<file path="src/rtl/mod_dbl_seq.sv">
// mod_dbl_seq -- sequential modular doubler for the Kyber datapath (q = 3329).
//
// Accepts one coefficient x and a shift count k, then performs k iterative
// double-and-reduce steps to return y = x * 2^k mod Q. Used to undo
// accumulated 1/2 scaling from the GS/INTT halving stage and to apply
// power-of-two constant scaling before coefficients re-enter the NTT lanes.
// One coefficient is in flight at a time.
//
// Ports:
//   clk       in   1   rising-edge clock
//   rst_n     in   1   synchronous active-low reset
//   in_valid  in   1   input coefficient valid
//   in_ready  out  1   block can accept input (high only when idle)
//   in_x      in   DW  input coefficient, 0..4095 accepted
//   in_k      in   KW  number of doublings
//   out_valid out  1   result valid, held until out_ready
//   out_ready in   1   downstream accepts result
//   out_y     out  DW  result, always in 0..Q-1
//   busy      out  1   block is not idle
module mod_dbl_seq #(
  parameter int unsigned Q  = 3329,
  parameter int unsigned DW = 12,
  parameter int unsigned KW = 4
) (
  input  logic          clk,
  input  logic          rst_n,
  input  logic          in_valid,
  output logic          in_ready,
  input  logic [DW-1:0] in_x,
  input  logic [KW-1:0] in_k,
  output logic          out_valid,
  input  logic          out_ready,
  output logic [DW-1:0] out_y,
  output logic          busy
);

  typedef enum logic [1:0] {
    IDLE = 2'd0,
    RUN  = 2'd1,
    DONE = 2'd2
  } state_e;

  localparam logic [DW-1:0] QN   = Q[DW-1:0];
  localparam logic [DW:0]   QW   = Q[DW:0];
  localparam logic [KW-1:0] KONE = {{(KW-1){1'b0}}, 1'b1};

  state_e        state_q;
  logic [DW-1:0] acc_q;
  logic [KW-1:0] cnt_q;
  logic          out_valid_q;
  logic          in_ready_q;
  logic          busy_q;

  logic [DW:0]   dbl;
  logic [DW:0]   dbl_sub;
  logic [DW-1:0] dbl_red_d;
  logic [DW-1:0] load_red_d;

  // acc < Q holds after load, so the doubled value is < 2Q and a single
  // conditional subtract fully reduces it. The load path likewise needs only
  // one subtract because 4095 - Q < Q.
  always_comb begin
    dbl        = {acc_q, 1'b0};
    dbl_sub    = dbl - QW;
    dbl_red_d  = (dbl >= QW) ? dbl_sub[DW-1:0] : dbl[DW-1:0];
    load_red_d = (in_x >= QN) ? (in_x - QN) : in_x;
  end

  always_ff @(posedge clk) begin
    if (!rst_n) begin
      state_q     <= IDLE;
      acc_q       <= '0;
      cnt_q       <= '0;
      out_valid_q <= 1'b0;
      in_ready_q  <= 1'b1;
      busy_q      <= 1'b0;
    end else begin
      case (state_q)
        IDLE: begin
          if (in_valid) begin
            acc_q      <= load_red_d;
            cnt_q      <= in_k;
            in_ready_q <= 1'b0;
            busy_q     <= 1'b1;
            if (in_k != '0) begin
              state_q <= RUN;
            end else begin
              state_q     <= DONE;
              out_valid_q <= 1'b1;
            end
          end
        end
        RUN: begin
          acc_q <= dbl_red_d;
          cnt_q <= cnt_q - KONE;
          if (cnt_q == KONE) begin
            state_q     <= DONE;
            out_valid_q <= 1'b1;
          end
        end
        DONE: begin
          if (out_ready) begin
            state_q     <= IDLE;
            out_valid_q <= 1'b0;
            in_ready_q  <= 1'b1;
            busy_q      <= 1'b0;
          end
        end
        default: begin
          state_q     <= IDLE;
          out_valid_q <= 1'b0;
          in_ready_q  <= 1'b1;
          busy_q      <= 1'b0;
        end
      endcase
    end
  end

  assign in_ready  = in_ready_q;
  assign out_valid = out_valid_q;
  assign out_y     = acc_q;
  assign busy      = busy_q;

endmodule

</file>
<file path="config.mk">
export PLATFORM = sky130hd
export DESIGN_NAME = mod_dbl_seq
export DESIGN_NICKNAME = d
export VERILOG_FILES = /design/src/rtl/mod_dbl_seq.sv
export SDC_FILE = /design/constraint.sdc
export NUM_CORES = 1
export LEC_CHECK = 0
export ABC_AREA = 1
export CORE_ASPECT_RATIO = 1.4
export CORE_MARGIN = 4
export CORE_UTILIZATION = 34
export CTS_BUF_LIST = sky130_fd_sc_hd__clkbuf_16
export CTS_CLUSTER_DIAMETER = 50
export DETAILED_ROUTE_END_ITERATION = 8
export GPL_ROUTABILITY_DRIVEN = 1
export GPL_TIMING_DRIVEN = 0
export PLACE_DENSITY = 0.62
export SETUP_SLACK_MARGIN = 0.15
export SYNTH_ARGS = -nofsm -noshare
export SYNTH_HDL_FRONTEND = slang
export SYNTH_SLANG_ARGS = --single-unit
</file>
<file path="constraint.sdc">
create_clock -name clk -period 1.7 [get_ports clk]
set_clock_uncertainty 0.1 [all_clocks]
set_input_delay 0.17 -clock clk [delete_from_list [all_inputs] [get_ports clk]]
set_output_delay 0.17 -clock clk [all_outputs]
set_load 0.05 [all_outputs]
</file>
**Yosys cells after proc, flatten, opt, wreduce, memory -nomap -nowiden**

Index checks and enable logic that the tools add are counted.
W data, S select, Z words.

- Flip-flop bits (word level): 21
- Bits in latches: 0
- Output and inout bits: 15
- Memories: 0
- Bits in writable memories: 0
- Memory bits (read-only): 0

- Divide/modulo/power cells: 0
- Muxes and demuxes: 21
- Bitwise logic cells: 1
- Eq/ne operators: 7
- $mul: 0
- Reductions and logical operators: 7
- Add/subtract/negate cells: 3
- Magnitude comparators: 2
- Shifts and indexed selects: 0

Operators by type and width:

| operator | count |
|---|---|
| $mux W12 | 3 |
| $pmux W12 S2 | 1 |
| $sub A12 B12 Y12 const B | 2 |
| $ge A13 B12 Y1 const B | 1 |
| $ge A12 B12 Y1 const B | 1 |
| $pmux W1 S3 | 3 |
| $mux W2 | 4 |
| $ne A2 B2 Y1 const B | 4 |
| $pmux W4 S2 | 1 |
| $mux W1 | 7 |
| $pmux W2 S3 | 1 |
| $reduce_and A3 Y1 | 2 |
| $eq A4 B1 Y1 const B | 1 |
| $mux W4 | 1 |
| $reduce_and A4 Y1 | 1 |
| $reduce_bool A4 Y1 | 1 |
| $sub A4 B1 Y4 const B | 1 |
| $eq A2 B1 Y1 const B | 1 |
| $eq A2 B2 Y1 const B | 1 |
| $logic_not A2 Y1 | 1 |
| $reduce_and A2 Y1 | 1 |
| $reduce_bool A2 Y1 | 1 |
| $not A1 Y1 | 1 |

**Depth between registers and ports, before layout**

- Word-level depth: 4
- Gate-level depth with buffers: 14
- Mapped depth without buffers: 13

**Worst setup path after synthesis**

No wires, ideal clock.

- Kind: reg-to-reg
- From: register acc_q[0], in the netlist out_y[0]
- To: register acc_q[1], in the netlist out_y[1]
- Clock period less this slack: 2094 ps
- Buffers on the path: 1
- Data arrival time: 1876 ps
- Cell stages (with the launch flop): 14
- Data required time: 1482 ps
- Slack: -394 ps
- Path through: dfxtp_1 inv_1 ha_1 nand2_2 nor2_4 nand2_2 nand3_4 nand2_2 buf_6 nand2_1 nand3_1 nand2_1 nor2_1 nor2_1

- Longest elaborated chain between the ends: 3

Ends and longest elaborated chain:

| item | line | source |
|---|---|---|
| start, declared | 48 | `logic [DW-1:0] acc_q;` |
| start signal, assigned | 81 | `acc_q <= load_red_d;` |
| start signal, assigned | 94 | `acc_q <= dbl_red_d;` |
| $sub A12 B12 Y12 / $ge A13 B12 Y1 (equally long branches) | 64, 65 |  |
| $mux W12 * | 65 | `dbl_red_d = (dbl >= QW) ? dbl_sub[DW-1:0] : dbl[DW-1:0];` |
| $pmux W12 S2 * | 78 | `case (state_q)` |

Every way passes the cells marked *; elsewhere a longest branch is shown, timed or not.
A chain may end at the register's enable or synchronous reset.

**Worst setup path in the final report**

- From: register acc_q[1], in the netlist out_y[1]
- To: register acc_q[4], in the netlist out_y[4]

Same word-level chain as after synthesis.

==> impl_summary.md <==
Timing
The number of slew-limit violations in the final report is 0. Across all setup checks in the final design, the least slack found is 0.0634 ns. The final number of setup-violating endpoints is 0. The relative max-transition margin is 0.663. The top achievable clock speed is 611 MHz. In the finished design, the share of the clock period the worst path needs comes to 0.963. The worst path in the final design needs a cycle of 1.64 ns, including I/O delays and setup. The number of failing hold endpoints at the final stage is 0.

The transition time at the pin with the least slew margin is 0.506 ns. Setup repair after global routing could not meet its margin everywhere.

GRT
The first global-routing pass estimated 8.99 mm of wire. The global-route total usage across every layer is 0.163. The global-route track usage on met2 is 0.320. After global routing, the most crowded layer is met2. The number of antenna violations at the first check in global routing came to 0. The leftover overflow at the end of global routing is 0. The largest net degree at the start of global routing is 13. The number of global-route vias before repair came to 2044.

For this run, global-route usage on met1 was measured as 0.181. The routing usage on met3 is 0.0125.

Floorplan
The floorplan has 31 rows. The y dimension of the die is 96.3 um. Pin placement for this block handled 35 I/O pins. The floorplan step defined a core boundary enclosing 5280 um^2. The die is 71.1 um wide. The die covers 6850 um^2. The initial utilization of the core area, before any placement, comes to 0.359.

Worst setup path
Of all nets on the critical path, the largest fanout is 5. At the worst endpoint, the required time is 1.75 ns. STA classifies the critical path endpoint as a flip-flop.

The depth of the worst register-to-register path is 14. Data arrives at the worst endpoint at 1.69 ns. The register-to-register path setup slack is 0.06 ns. In this run the critical register-to-register path is launched from out_y[1]$_SDFFE_PN0P_. The reg-to-reg critical path endpoint is out_y[4]$_SDFFE_PN0P_. The kind of critical path is reg2reg. The launching element of the worst setup path is out_y[1]$_SDFFE_PN0P_. The worst setup path is launched from a flip-flop.

Place
Routability-driven placement finished with a final weighted congestion of 0.873. The post-DP HPWL is 4.20 mm. Input and output buffers added on the ports amount to 34. The post-placement setup slack is -0.451 ns.

After detailed placement, the total cell area comes to 2360 um^2.

Clock tree
The clock latency on the worst-skew pair is 0.25 ns. The cell at the root of the clock tree is sky130_fd_sc_hd__clkbuf_16. The TritonCTS sink count is 21. TritonCTS built the clock tree. CTS built an H-tree with a depth of 1. No sink is reached through more buffers than the 2 on the longest clock path. The TritonCTS buffer count is 3.

After clock tree synthesis, the clock-pin slew on the worst setup and hold paths is 0.06 ns. The count of hold-fix buffers inserted at cts is 0.

Min path
The worst hold path terminates at out_y[1]$_SDFFE_PN0P_. The tightest min-delay check is of the in2reg type. The hold path startpoint is in_x[1].

The number of cells on the worst hold path is 5.

Final layout
The area growth from synthesis to layout is 40.7%. The share of layout cells above drive strength 1 is 0.253. In the final design database the tool counted 397 nets. The utilization of the core after routing is 0.506.

The area of all placed cells without fillers is 2670 um^2. The antenna diode instance count is 0.

Power and ir drop
For this design the ratio of total power to cell area is 1320 nW/um^2. The analysis attributes to cell leakage a power of 0.00132 uW. The worst-case IR drop observed on VDD is 0.436 mV.

Route
The initial DRC count is 124. The final antenna-violating net count is 0. The total vias in the final route is 2144. The total iterations of the first detailed-routing run is 4. The total wirelength of the detailed-routed design is 5.59 mm. The average detailed-routed wire length per instance is 12.8 um. The DRC violation count after routing is 0. The average vias per placed instance is 4.91.

Run
The number of max-cap violations is 0.

Synthesis
Synthesis inferred 21 register bits. The number of instances in the synthesized netlist is 316. The commonest register cell after synthesis is sky130_fd_sc_hd__dfxtp_1. The summed instance area of the synthesized netlist is 1900 um^2.

The post-synthesis net count is 341. The synthesized area divided by synthesized cell count is 6.00 um^2. Yosys mapped a number of flops with a built-in enable equal to 0.

Of all flip-flops after synthesis, the portion carrying an async set or reset was 0. In this run, distinct cell masters in the synthesized netlist total 32. The warning count from the yosys run is 0. The sequential share of the synthesized area is 0.222.

Run status
The run finished with clean final reports.
[registers in the layout (all words and copies together) (netlist names)]
signal,flops
busy,1
out_y,12
state_q,2
out_valid,1
cnt_q,4
in_ready,1
[how the worst max path moves through the flow]
stage	cells past startpoint	slack [ns]	endpoint
after global placement	10	-0.47	out_y[11]$_SDFFE_PN0P_
after CTS	14	0.07	out_y[4]$_SDFFE_PN0P_
after detailed placement	10	-0.45	out_y[11]$_SDFFE_PN0P_
final	14	0.06	out_y[4]$_SDFFE_PN0P_
after global routing	14	-0.05	out_y[4]$_SDFFE_PN0P_
after floorplan	14	0.04	out_y[8]$_SDFFE_PN0P_
[where the power goes]
group | internal (uW) | total [uW] | switching [uW]
Combinational | 793 | 2170 | 1380
Clock | 316 | 504 | 188
Sequential | 662 | 832 | 170
Total | 1770 | 3510 | 1740
[cells by family (layout without fill, tap and decap cells)]
| group | after synthesis | after routing | share of synthesized area |
|---|---|---|---|
| fa+ha+maj | 5 | 5 | 0.0330 |
| buf+inv | 51 | 106 | 0.117 |
| simple gates | 185 | 185 | 0.451 |
| xor+xnor | 8 | 8 | 0.0370 |
| compound gates | 46 | 46 | 0.140 |
| flops | 21 | 21 | 0.222 |
[stage by stage]
stage	hold WS, ns	setup TNS, ns	std cells	power, uW
after detailed placement	0.350	-4.41	416	2790
after CTS	0.319	0	433	3400
after global placement	0.342	-4.43	416	2770
final	0.240	0	437	3510
after global routing	0.298	-0.0805	437	3800
after floorplan	0.229	0	316	2250
[cells in the final DEF, fill, tap and decap left out, types with 2 or more instances in the layout]
master,instances
sky130_fd_sc_hd__buf_6,4
sky130_fd_sc_hd__nand2_2,11
sky130_fd_sc_hd__nor2_1,26
sky130_fd_sc_hd__nor2_4,7
sky130_fd_sc_hd__dfxtp_2,11
sky130_fd_sc_hd__o21ai_0,13
sky130_fd_sc_hd__a21oi_1,16
sky130_fd_sc_hd__dfxtp_1,8
sky130_fd_sc_hd__ha_4,3
sky130_fd_sc_hd__a211oi_1,4
sky130_fd_sc_hd__ha_1,2
sky130_fd_sc_hd__inv_2,9
sky130_fd_sc_hd__dlygate4sd2_1,23
sky130_fd_sc_hd__nand4_1,3
sky130_fd_sc_hd__a21oi_2,3
sky130_fd_sc_hd__dfxtp_4,2
sky130_fd_sc_hd__nand2_1,79
sky130_fd_sc_hd__clkdlybuf4s50_1,7
sky130_fd_sc_hd__nand2_4,4
sky130_fd_sc_hd__xor2_1,6
sky130_fd_sc_hd__nand3_2,4
sky130_fd_sc_hd__clkbuf_16,3
sky130_fd_sc_hd__a31oi_1,3
sky130_fd_sc_hd__clkbuf_4,2
sky130_fd_sc_hd__o21ai_1,2
sky130_fd_sc_hd__dlymetal6s2s_1,2
sky130_fd_sc_hd__inv_4,2
sky130_fd_sc_hd__inv_1,31
sky130_fd_sc_hd__xnor2_1,2
sky130_fd_sc_hd__clkbuf_1,2
sky130_fd_sc_hd__buf_4,16
sky130_fd_sc_hd__nor2_2,5
sky130_fd_sc_hd__nand3_1,41
[metal layers]
metal  vias up  wire length (um)  part of all wire
met5         -                 0                 0
met4         0                89             0.016
met3         6               146             0.026
met2        36              2890              0.52
met1       972              2460              0.44
li1       1130                 -                 -
[worst max-delay path, stage by stage (launching register included)]
cell	delay [ns]
sky130_fd_sc_hd__dfxtp_4	0.36
sky130_fd_sc_hd__inv_4	0.06
sky130_fd_sc_hd__ha_4	0.14
sky130_fd_sc_hd__nand2_4	0.05
sky130_fd_sc_hd__nor2_4	0.12
sky130_fd_sc_hd__nand2_2	0.08
sky130_fd_sc_hd__nand3_4	0.09
sky130_fd_sc_hd__nand2_4	0.06
sky130_fd_sc_hd__buf_6	0.14
sky130_fd_sc_hd__nand2_2	0.06
sky130_fd_sc_hd__nand2_2	0.04
sky130_fd_sc_hd__nand2_1	0.05
sky130_fd_sc_hd__nand3_1	0.06
sky130_fd_sc_hd__nand2_1	0.08
sky130_fd_sc_hd__inv_1	0.05
[synthesized netlist by cell type, types with 3 or more instances]
cell type                  count  area, um^2
sky130_fd_sc_hd__o21ai_0      15        75.1
sky130_fd_sc_hd__a31oi_1       3        18.8
sky130_fd_sc_hd__dfxtp_1      21         420
sky130_fd_sc_hd__inv_1        38         143
sky130_fd_sc_hd__xor2_1        6        52.6
sky130_fd_sc_hd__nor2_1       30         113
sky130_fd_sc_hd__nand2_2       7        43.8
sky130_fd_sc_hd__inv_2         4        15.0
sky130_fd_sc_hd__ha_1          5        62.6
sky130_fd_sc_hd__nor2_4        4        45.0
sky130_fd_sc_hd__nand4_1       3        18.8
sky130_fd_sc_hd__nand3_1      43         215
sky130_fd_sc_hd__nand2_1      86         323
sky130_fd_sc_hd__buf_2         4        20.0
sky130_fd_sc_hd__nor2_2        4        25.0
sky130_fd_sc_hd__a211oi_1      4        30.0
sky130_fd_sc_hd__a21oi_1      19        95.1
[layout make-up]
cell class / count / area [um^2]
buffer: 9 / 71.3
clock buffer: 3 / 75.1
clock inverter: 1 / 5.00
fill: 581 / 2610
inverter: 42 / 163
multi-input combinational: 244 / 1380
sequential: 21 / 442
tap: 66 / 82.6
timing repair buffer: 51 / 447
[timing repair]
item	CTS	global route
gates resized for setup	45	29
endpoints found under the setup margin	30	16
pin swaps	6	12
cloned	2	0
setup buffers	11	4
endpoints found under the hold margin	0	0
Power figures use the tool's default switching activity.
